### config.mk
export PLATFORM = sky130hd
export DESIGN_NAME = ripple_count_ctrl
export DESIGN_NICKNAME = d
export VERILOG_FILES = /design/src/rtl/ripple_ctrl_pkg.sv /design/src/rtl/cycle_timer.sv /design/src/rtl/ripple_count_ctrl.sv
export SDC_FILE = /design/constraint.sdc
export NUM_CORES = 1
export LEC_CHECK = 0
export ABC_AREA = 1
export ABC_CLOCK_PERIOD_IN_PS = 2560
export CORE_ASPECT_RATIO = 0.5
export CORE_MARGIN = 2
export CORE_UTILIZATION = 30
export CTS_CLUSTER_SIZE = 30
export DETAILED_ROUTE_END_ITERATION = 12
export HOLD_SLACK_MARGIN = 0.12
export SLEW_MARGIN = 20
export SYNTH_ARGS = -nofsm -noshare
export SYNTH_HDL_FRONTEND = slang
export SYNTH_HIERARCHICAL = 1
export SYNTH_SLANG_ARGS = --single-unit
### constraint.sdc
create_clock -name clock -period 2.56 [get_ports clock]
set_clock_uncertainty 0.2 [all_clocks]
set_input_delay 0.512 -clock clock [delete_from_list [all_inputs] [get_ports clock]]
set_output_delay 0.512 -clock clock [all_outputs]
set_load 0.1 [all_outputs]
### src/rtl/ripple_ctrl_pkg.sv
// Shared types and helpers for the ripple counter sequencer.
package ripple_ctrl_pkg;

    typedef enum logic [2:0] {
        StIdle,
        StClear,
        StSettle,
        StCheck,
        StPulseHi,
        StPulseLo,
        StDone
    } state_e;

    // Bits needed to hold the longest wait, settle or pulse.
    function automatic int unsigned tmr_width(input int unsigned settle, input int unsigned pulse);
        int unsigned longest;
        longest = (settle > pulse) ? settle : pulse;
        return $clog2(longest + 1);
    endfunction

endpackage

### src/rtl/cycle_timer.sv
// Loadable down-counter with a zero flag; holds at zero until reloaded.
module cycle_timer #(
    parameter int unsigned Width = 2
) (
    input  logic             clk_i,
    input  logic             rst_ni,
    input  logic             load_i,
    input  logic [Width-1:0] load_val_i,
    output logic             zero_o
);

    logic [Width-1:0] cnt_d, cnt_q;

    always_comb begin
        cnt_d = cnt_q;
        if (load_i) begin
            cnt_d = load_val_i;
        end else if (cnt_q != '0) begin
            cnt_d = cnt_q - Width'(1);
        end
    end

    always_ff @(posedge clk_i or negedge rst_ni) begin
        if (!rst_ni) begin
            cnt_q <= '0;
        end else begin
            cnt_q <= cnt_d;
        end
    end

    assign zero_o = (cnt_q == '0);

endmodule

### src/rtl/ripple_count_ctrl.sv
// Sequencer that clears a ripple counter, pulses it up to a target and checks every step.
module ripple_count_ctrl #(
    parameter int unsigned WIDTH  = 3,
    parameter int unsigned SETTLE = 2,
    parameter int unsigned PULSE  = 1
) (
    input  logic             clock,
    input  logic             reset_n,
    input  logic             start,
    input  logic             abort,
    input  logic [WIDTH-1:0] target,
    input  logic [WIDTH-1:0] count_in,
    output logic             count_clk,
    output logic             count_clear,
    output logic [WIDTH-1:0] count_q,
    output logic             busy,
    output logic             done,
    output logic             error
);
    import ripple_ctrl_pkg::*;

    localparam int unsigned TW = tmr_width(SETTLE, PULSE);

    state_e           state_d, state_q;
    logic [WIDTH-1:0] tgt_d, tgt_q;
    logic [WIDTH-1:0] exp_d, exp_q;
    logic [WIDTH-1:0] samp_d, samp_q;
    logic             error_d, error_q;
    logic             cclk_d, cclk_q;
    logic             clear_d, clear_q;
    logic             busy_d, busy_q;
    logic             done_d, done_q;
    logic             tmr_load, tmr_zero;
    logic [TW-1:0]    tmr_val;

    cycle_timer #(
        .Width (TW)
    ) u_timer (
        .clk_i      (clock),
        .rst_ni     (reset_n),
        .load_i     (tmr_load),
        .load_val_i (tmr_val),
        .zero_o     (tmr_zero)
    );

    always_comb begin
        state_d = state_q;
        tgt_d   = tgt_q;
        exp_d   = exp_q;
        samp_d  = samp_q;
        error_d = error_q;
        // Abort beats everything, including a start in the same cycle.
        if (abort) begin
            state_d = StIdle;
        end else begin
            unique case (state_q)
                StIdle, StDone: begin
                    if (start) begin
                        state_d = StClear;
                        tgt_d   = target;
                        exp_d   = '0;
                        error_d = 1'b0;
                    end
                end
                StClear:   state_d = StSettle;
                StSettle:  if (tmr_zero) state_d = StCheck;
                StCheck: begin
                    samp_d = count_in;
                    if (count_in != exp_q) begin
                        error_d = 1'b1;
                        state_d = StDone;
                    end else if (exp_q == tgt_q) begin
                        state_d = StDone;
                    end else begin
                        state_d = StPulseHi;
                        exp_d   = exp_q + WIDTH'(1);
                    end
                end
                StPulseHi: if (tmr_zero) state_d = StPulseLo;
                StPulseLo: if (tmr_zero) state_d = StSettle;
                default:   state_d = StIdle;
            endcase
        end
    end

    // Timer is reloaded with length-1 on entry so each wait lasts exactly its length.
    always_comb begin
        tmr_load = (state_d != state_q) &&
                   (state_d inside {StSettle, StPulseHi, StPulseLo});
        tmr_val  = (state_d == StSettle) ? TW'(SETTLE - 1) : TW'(PULSE - 1);
        cclk_d   = (state_d == StPulseHi);
        clear_d  = (state_d == StClear);
        done_d   = (state_d == StDone);
        busy_d   = !(state_d inside {StIdle, StDone});
    end

    always_ff @(posedge clock or negedge reset_n) begin
        if (!reset_n) begin
            state_q <= StIdle;
            tgt_q   <= '0;
            exp_q   <= '0;
            samp_q  <= '0;
            error_q <= 1'b0;
            cclk_q  <= 1'b0;
            clear_q <= 1'b0;
            busy_q  <= 1'b0;
            done_q  <= 1'b0;
        end else begin
            state_q <= state_d;
            tgt_q   <= tgt_d;
            exp_q   <= exp_d;
            samp_q  <= samp_d;
            error_q <= error_d;
            cclk_q  <= cclk_d;
            clear_q <= clear_d;
            busy_q  <= busy_d;
            done_q  <= done_d;
        end
    end

    assign count_clk   = cclk_q;
    assign count_clear = clear_q;
    assign count_q     = samp_q;
    assign busy        = busy_q;
    assign done        = done_q;
    assign error       = error_q;

endmodule
# == Word-level counts from Yosys, hierarchy flattened ==
# Index checks and enable logic that the tools add are counted.
# op_classes
addsub,2
n_eq_ne,18
n_mux,18
bitwise_logic,1
n_reduce_logical,15
# op_table
op,count
$mux W3,8
$eq A3 B3 Y1 const B,6
$pmux W3 S6,1
$eq A3 B2 Y1 const B,3
$mux W2,4
$ne A2 B2 Y1 const B,4
$reduce_bool A2 Y1,4
$eq A3 B1 Y1 const B,2
$logic_not A3 Y1,2
$ne A3 B3 Y1,2
$pmux W3 S2,1
$reduce_and A5 Y1,1
$reduce_and A4 Y1,1
$add A3 B1 Y3 const B,1
$eq A3 B3 Y1,1
$mux W1,3
$reduce_and A3 Y1,1
$reduce_bool A3 Y1,1
$logic_not A2 Y1,1
$pmux W1 S2,1
$reduce_and A2 Y1,1
$reduce_or A2 Y1,1
$sub A2 B1 Y2 const B,1
$logic_and A1 B1 Y1,1
other kinds (2),2
# totals
input_bits,10
register_bits,19
elab_cells,64
out_inout_bits,8

# == Longest topological paths before layout ==
# Gate-level depths: netlist (run 1).
# logic_depth
ltp_word,9
mapped_depth,17
mapped_depth_nobuf,17

# == By module ==
# Netlist (run 1), hierarchy kept.
# modules_own_cells
module,cells_per_inst,area_each_um2,n_inst,seq_area_each_um2
ripple_count_ctrl,128,1028.5,1,425.4
cycle_timer,17,120.1,1,50.0

# == Worst setup path before layout (run 1) ==
# Ideal clock, no wire load.
# synth_path
kind,flip-flop to flip-flop
startpoint,reg u_timer.cnt_q[0]
endpoint,reg u_timer.cnt_q[0]
synth_period_minus_slack_ns,1.916
path_stages_with_launch,16
path_buffers,0
setup_time_ns,0.117
required_time_ns,2.243
t_arrival_ns,1.600
path_slack_ns,0.644
cell_sequence,dfrtp_1 > inv_1 > ha_1 > or2_2 > nand2_2 > nand2_4 > nand3_1 > nand2_1 > nor2_1 > nand2_1 > nand2_1 > inv_1 > inv_1 > nand2_1 > nand2_1 > nand2_1
# synth_via
elab_chain_len,8
word_cells_on_any_way,18
classes_between,add/sub: 1; eq/ne: 4; mux: 8; reduce/logical: 5
# synth_lines
item,line_no,source
"start, declared",cycle_timer.sv:12,"logic [Width-1:0] cnt_d, cnt_q;"
"start signal, assigned",cycle_timer.sv:27,cnt_q <= cnt_d;
$logic_not A2 Y1 *,cycle_timer.sv:31,assign zero_o = (cnt_q == '0);
net tmr_zero,ripple_count_ctrl.sv:33,"logic tmr_load, tmr_zero;"
$mux W3 (on tied branches),"ripple_count_ctrl.sv:80, ripple_count_ctrl.sv:66, ripple_count_ctrl.sv:79",
$pmux W3 S6 *,ripple_count_ctrl.sv:56,unique case (state_q)
$mux W3 *,ripple_count_ctrl.sv:53,if (abort) begin
$eq A3 B2 Y1 or $eq A3 B3 Y1 (tied branches),ripple_count_ctrl.sv:89,"(state_d inside {StSettle, StPulseHi, StPulseLo});"
$reduce_bool A3 Y1,ripple_count_ctrl.sv:89,
$logic_and A1 B1 Y1 *,ripple_count_ctrl.sv:88,tmr_load = (state_d != state_q) &&
net tmr_load,ripple_count_ctrl.sv:33,
$mux W2 or $reduce_bool A2 Y1 (tied branches),--,
# The timed path passes the listed nets; every way through them passes the cells marked *. The select of a mux whose other input is x is not followed.
# A chain may end at the register's enable or synchronous reset.

# == Final worst setup path (run 1) ==
# layout_path
startpoint,in count_in[2]
endpoint,reg u_timer.cnt_q[0]
# layout_via
elab_chain_len,8
word_cells_on_any_way,13
classes_between,eq/ne: 5; mux: 5; reduce/logical: 3
# layout_lines
item,line_no,source
"start, declared",ripple_count_ctrl.sv:12,"input logic [WIDTH-1:0] count_in,"
$ne A3 B3 Y1 *,ripple_count_ctrl.sv:69,if (count_in != exp_q) begin
$mux W2 *,ripple_count_ctrl.sv:69,
$pmux W3 S6 *,ripple_count_ctrl.sv:56,
$mux W3 *,ripple_count_ctrl.sv:53,
$eq A3 B2 Y1 or $eq A3 B3 Y1 (tied branches),ripple_count_ctrl.sv:89,
$reduce_bool A3 Y1,ripple_count_ctrl.sv:89,
$logic_and A1 B1 Y1 *,ripple_count_ctrl.sv:88,
net tmr_load,ripple_count_ctrl.sv:33,
$mux W2 or $reduce_bool A2 Y1 (tied branches),--,
# The timed path passes the listed nets; every way through them passes the cells marked *.

==> results.py, run 1 <==
metrics = {
    "global_routing": {
        "grtUsageMet1": 0.1433,
        "grt_pass1_vias": 917,
        "busiest_layer": "met2",
        "gr-usage-met3": 0.03780,
        "grt_start_max_net_pins": 20,
        "grt_pass1_wl_mm": 3.919,
        "grt_overflow_total": 0,
        "grtUsageMet2": 0.2103,
        "antenna_found_initial": 0,
        "grt_use_total": 0.1179,
    },
    "floorplan": {
        "placementRows": 15,
        "chipWidth_um": 91.51,
        "num_io_pins": 18,
        "die_area_mm2": 0.004370,
        "coreArea_mm2": 0.003547,
        "die_y_um": 47.76,
        "start_util": 0.3238,
    },
    "placement": {
        "gp_congestion": 0.8159,
        "dp_hpwl_mm": 1.714,
        "port_buffers": 17,
    },
    "worst_setup_path": {
        "cp-start-kind": "primary input",
        "critPathMaxFanout": 5,
        "required_ns": 2.56,
        "cp-end-kind": "flop",
        "timing_worst_setup_path_type": "primary input to flop",
        "worstPathArrival_ns": 2.15,
    },
    "layout": {
        "register_area_um2": 475.5,
        "fillers": 359,
        "syn_to_final_growth_pct": 24.51,
        "antenna_cells": 0,
        "final_cell_mix": "45 x nand2_1, 19 x dfrtp_1, 18 x inv_1",
        "finalNetCount": 182,
        "drive_gt1_frac": 0.2485,
        "final_common_cell": "nand2_1",
        "multi_input_area_um2": 586.8,
    },
    "logic_synthesis": {
        "synthCells": 145,
        "yosysWarnings": 6,
        "ys_ff_latch": 19,
        "avgSynthCellArea_um2": 7.921,
        "synth_cell_type_count": 27,
        "synth_nets": 157,
        "ys_seq_area_frac": 0.4139,
        "async_reset_ff_frac": 1.000,
        "synth_edf_count": 0,
        "netlist_area_mm2": 0.001149,
        "synth_top_flop_cell": "dfrtp_1",
    },
    "sta": {
        "fmax_mhz": 463.6,
        "hold_viol_final": 0,
        "rsz0062_at_grt": "no",
        "tns_ns": 0,
        "hold_ws_ns": 0.2911,
        "setup_viol": 0,
        "min_period_ns": 2.157,
        "post-route-period-util": 0.8425,
        "drv_slew": 0,
    },
    "routing": {
        "drc_errors": 0,
        "drt-total-wl_mm": 2.236,
        "drt_first_pass_iters": 4,
        "initialDrtViolationCount": 31,
        "antenna_left": 0,
        "via_per_inst": 4.391,
        "post_drt_wl_per_cell_um": 10.16,
        "vias": 966,
    },
    "cts": {
        "postCtsHoldBufs": 0,
        "cts.htree.levels": 1,
        "clkTransAtPathRegs_ns": 0.07,
        "cts_tree": "done",
        "post-cts-setup-buffer-count": 0,
        "cts_buffer_depth": 2,
        "insertion_delay_ns": 0.26,
        "cts_root_buf": "clkbuf_8",
        "clkSinkCount": 19,
        "numCtsBuffers": 3,
        "cts_resized": 0,
    },
    "run": {
        "maxCapViolCount": 0,
    },
    "outcome": {
        "status": "finished clean",
    },
    "hold_path": {
        "hold_path_class": "flop to flop",
    },
    "pwr": {
        "peakVddDrop_mv": 0.2536,
        "p_leak_nw": 0.7577,
        "p_per_area_mw_per_mm2": 923.4,
    },
}
==> synth_stat cells, types with 2 or more instances <==
library cell | n | area [µm²]
a21oi_1 | 2 | 10.01
dfrtp_1 | 19 | 475.5
ha_1 | 2 | 25.02
inv_1 | 18 | 67.56
inv_2 | 5 | 18.77
mux2_1 | 2 | 22.52
nand2_1 | 45 | 168.9
nand2_2 | 5 | 31.28
nand2_4 | 3 | 33.78
nand3_1 | 8 | 40.04
nand3_2 | 6 | 60.06
nand4_1 | 2 | 12.51
nor2_1 | 5 | 18.77
nor2_4 | 2 | 22.52
o21ai_0 | 6 | 30.03
o21ai_1 | 3 | 15.01
or2_2 | 2 | 12.51
==> power by group <==
| group | switching, mW | internal, mW |
|---|---|---|
| Combinational | 0.486 | 0.193 |
| Clock | 0.100 | 0.111 |
| Sequential | 0.0519 | 0.379 |
==> metal layers <==
metal | share of wire | up-vias
met5 | 0 | -
met2 | 0.46 | 13
met1 | 0.49 | 446
li1 | - | 505
met3 | 0.042 | 2
met4 | 0.0054 | 0
==> critical path, stage by stage <==
cell and delay (ns):
clkdlybuf4s50_1 0.50, nand2_1 0.07, nand2_1 0.07, nand3_1 0.09, nand2_2 0.11, nand3_2 0.10
nand2_2 0.12, nand2_1 0.08, nand2_1 0.07, nand2_1 0.05, inv_1 0.11, inv_1 0.08
nand2_1 0.08, nand2_1 0.06, nand2_1 0.06
==> registers in the layout (all words and copies together) (netlist names) <==
register / flops
count_q: 3
exp_q: 3
state_q: 3
tgt_q: 3
u_timer/cnt_q: 2
busy: 1
count_clear: 1
count_clk: 1
done: 1
error: 1
==> metrics by stage <==
| step | power (mW) | setup WS [ns] | area, µm² | util | std cells |
|---|---|---|---|---|---|
| 6_report | 1.321 | 0.4031 | 1430 | 0.4032 | 220 |
| 5_1_grt | 1.418 | 0.1814 | 1430 | 0.4032 | 220 |
| 4_1_cts | 1.337 | 0.4256 | 1430 | 0.4032 | 220 |
| 3_5_place_dp | 1.118 | 0.1647 | 1385 | 0.3905 | 216 |
| 3_3_place_gp | 1.106 | 0.1893 | 1385 | 0.3905 | 216 |
| 2_1_floorplan | 0.9695 | 0.6435 | 1149 | - | 145 |
==> cell type report <==
type	count	area share
repair buffers	20	0.1207
inverters	23	0.06037
well taps	51	0.04462
flip-flops and latches	19	0.3325
multi-input cells	103	0.4103
clock buffers	4	0.03150
==> worst paths after layout <==
path | startpoint | end | slack, ns | depth (start not counted)
setup / recovery | count_in[2] | u_timer/cnt_q[0]$_DFFE_PN0P_ | 0.40 | 15
hold / removal | count_q[1]$_DFFE_PN0P_ | count_q[1]$_DFFE_PN0P_ | 0.29 | 2
setup reg to reg | u_timer/cnt_q[0]$_DFFE_PN0P_ | u_timer/cnt_q[0]$_DFFE_PN0P_ | 0.47 | 14
hold reg to reg | count_q[1]$_DFFE_PN0P_ | count_q[1]$_DFFE_PN0P_ | 0.29 | 2
max in group asynchronous | reset_n | count_clear$_DFF_PN0_ | 1.57 | 2
min in group asynchronous | reset_n | tgt_q[2]$_DFFE_PN0P_ | 0.38 | 2
==> logic make-up after synthesis <==
| group | synth area share |
|---|---|
| buffers and inverters | 0.07516 |
| AND/OR/NAND/NOR | 0.3627 |
| AO/OA/AOI/OAI | 0.08825 |
| flip-flops | 0.4139 |
| XOR/XNOR | 0.01525 |
| other | 0.003265 |
| adder cells (fa/ha/maj) | 0.02178 |
| multiplexers | 0.01961 |
Power figures use the tool's default switching activity.
==> run 2, diff against run 1 <==
--- a/config.mk
+++ b/config.mk
@@ -6,7 +6,7 @@
 export NUM_CORES = 1
 export LEC_CHECK = 0
 export ABC_AREA = 1
-export ABC_CLOCK_PERIOD_IN_PS = 2560
+export ABC_CLOCK_PERIOD_IN_PS = 1800
 export CORE_ASPECT_RATIO = 0.5
 export CORE_MARGIN = 2
 export CORE_UTILIZATION = 30
==> constraint.sdc (replaced) <==
create_clock -name clock -period 1.8 [get_ports clock]
set_clock_uncertainty 0.2 [all_clocks]
set_input_delay 0.36 -clock clock [delete_from_list [all_inputs] [get_ports clock]]
set_output_delay 0.36 -clock clock [all_outputs]
set_load 0.1 [all_outputs]
==> run 2 against run 1 <==
  * The flow now finishes with violations (setup timing)
  * Sequential share of layout area decreased by 6.7 points
  * Critical path depth is 1 lower
  * Cell area rose by 26%
  * Global-route usage is 1.4 points higher
  * Clock power is 43% higher
  * Critical endpoint unchanged
  * Largest power group unchanged
==> results.py, run 2 (synthesized netlist as in run 1, its figures left out) <==
metrics = {
    "pwr": {
        "peakVddDrop_mv": 0.5162,
        "p_per_area_mw_per_mm2": 1281,
        "p_leak_nw": 0.9292,
        "total_power_mw": 2.307,
    },
    "floorplan": {
        "die_area_mm2": 0.004370,
        "chipWidth_um": 91.51,
        "die_y_um": 47.76,
        "start_util": 0.3238,
        "coreArea_mm2": 0.003547,
        "num_io_pins": 18,
        "placementRows": 15,
    },
    "routing": {
        "antenna_left": 0,
        "drt_first_pass_iters": 4,
        "drt-total-wl_mm": 2.603,
        "post_drt_wl_per_cell_um": 10.45,
        "vias": 1095,
        "drc_errors": 0,
        "via_per_inst": 4.398,
        "initialDrtViolationCount": 42,
    },
    "placement": {
        "placed_cells": 238,
        "dp_hpwl_mm": 1.951,
        "gp_congestion": 0.8571,
        "port_buffers": 17,
        "post-place-ws_ns": -0.3728,
    },
    "global_routing": {
        "grt_overflow_total": 0,
        "antenna_found_initial": 0,
        "grt_pass1_wl_mm": 4.353,
        "grt_pass1_vias": 1013,
        "grt_use_total": 0.1316,
        "grt_start_max_net_pins": 20,
    },
    "sta": {
        "setup_viol": 3,
        "post-route-period-util": 1.054,
        "rsz0062_at_grt": "yes",
        "drv_slew": 0,
        "hold_ws_ns": 0.2318,
        "fmax_mhz": 527.2,
        "hold_viol_final": 0,
        "min_period_ns": 1.897,
        "setup_slack_ns": -0.09665,
    },
    "cts": {
        "cts_tree": "done",
        "clkTransAtPathRegs_ns": 0.07,
        "cts.htree.levels": 1,
        "numCtsBuffers": 3,
        "cts_buffer_depth": 2,
        "clkSinkCount": 19,
        "insertion_delay_ns": 0.26,
        "cts_root_buf": "clkbuf_8",
        "postCtsHoldBufs": 0,
    },
    "worst_setup_path": {
        "cp-start-kind": "primary input",
        "cp_common_cell": "nand2_1",
        "timing_worst_setup_path_type": "primary input to flop",
        "cp-end-kind": "flop",
        "required_ns": 1.80,
        "crit_path_cell_trace": "clkdlybuf4s50_1 -> xnor2_1 -> nand3_1 -> nand2_2 -> nand3_2 -> nand2_2 -> nand2_1 -> nand2_1 -> nand2_1 -> inv_2 -> nand2_1 -> o21ai_1 -> nand2_1 -> nand2_1",
        "startpoint": "count_in[0]",
        "cp_slowest_cell": "clkdlybuf4s50_1",
        "critPathMaxFanout": 5,
        "worstPathArrival_ns": 1.89,
        "max_stage_delay_ns": 0.49,
        "reg2reg_from": "u_timer/cnt_q[1]$_DFFE_PN0P_",
    },
    "layout": {
        "syn_to_final_growth_pct": 56.75,
        "antenna_cells": 0,
        "finalNetCount": 211,
        "drive_gt1_frac": 0.4192,
        "fin_cells": 249,
        "final_core_util": 0.5076,
        "final_common_cell": "nand2_1",
        "final_cell_mix": "43 x nand2_1, 32 x buf_4, 17 x dfrtp_1",
        "fillers": 331,
    },
    "hold_path": {
        "hold_path_class": "primary input to asynchronous set/reset pin",
    },
    "outcome": {
        "status": "finished with violations",
        "violations": "setup timing",
    },
    "run": {
        "maxCapViolCount": 0,
    },
}
run 2: cell types whose count changed in the layout (fill, tap and decap cells not counted), sizes merged:
cell,delta
buf,+29
clkdlybuf4s50,-1
dlygate4sd2,+1
run 2: report_power, final:
| group | leakage [nW] | internal, mW | switching [mW] |
|---|---|---|---|
| logic | 0.660 | 0.579 | 0.775 |
| clock network | 0.0228 | 0.157 | 0.143 |
| registers | 0.246 | 0.541 | 0.111 |
run 2: cell type report:
class	count	area [µm²]	area share
clock buffer	4	45.04	0.02502
inverter	23	88.84	0.04934
multi-input combinational	103	635.6	0.3530
sequential	19	478.0	0.2655
tap	51	63.81	0.03544
timing repair buffer	49	489.2	0.2717
run 2: path summary, 6_finish.rpt:
kind | end | slack (ns) | cells after the start
worst max-delay path | u_timer/cnt_q[0]$_DFFE_PN0P_ | -0.1 | 14
worst max register to register | u_timer/cnt_q[1]$_DFFE_PN0P_ | -0.09 | 15
max in group asynchronous | state_q[1]$_DFF_PN0_ | 0.95 | 2
worst min register to register | count_q[2]$_DFFE_PN0P_ | 0.35 | 2
min in group clock | count_q[2]$_DFFE_PN0P_ | 0.35 | 2
worst min-delay path | count_clk$_DFF_PN0_ | 0.23 | 2
run 2: what timing repair did:
action	4_1_cts	5_1_grt
cloned	0	0
resized for setup	7	6
setup buffers	4	3
pin swaps	1	6
endpoints found under the setup margin	3	7
run 2: worst max-delay path, delay by kind of cell:
kind,cells,cell delay (ns)
buffers and inverters,2,0.58
AOI/OAI and AO/OA,1,0.08
and+or+nand+nor,10,0.76
xor gates and xnor gates,1,0.12
run 2: per-layer routing:
metal	track usage	up-vias	routed length, µm
met2	0.2426	24	1296
met3	0.03937	4	95
met1	0.1519	505	1179
li1	-	562	-
met4	0.05455	0	33
met5	0	-	0
run 2: stage by stage:
| stage | cell area (µm²) | setup TNS (ns) |
|---|---|---|
| 2_1_floorplan | 1171 | 0 |
| 3_3_place_gp | 1673 | -1.706 |
| 3_5_place_dp | 1673 | -1.999 |
| 4_1_cts | 1752 | -0.1487 |
| 5_1_grt | 1800 | -0.8448 |
| 6_report | 1800 | -0.1984 |
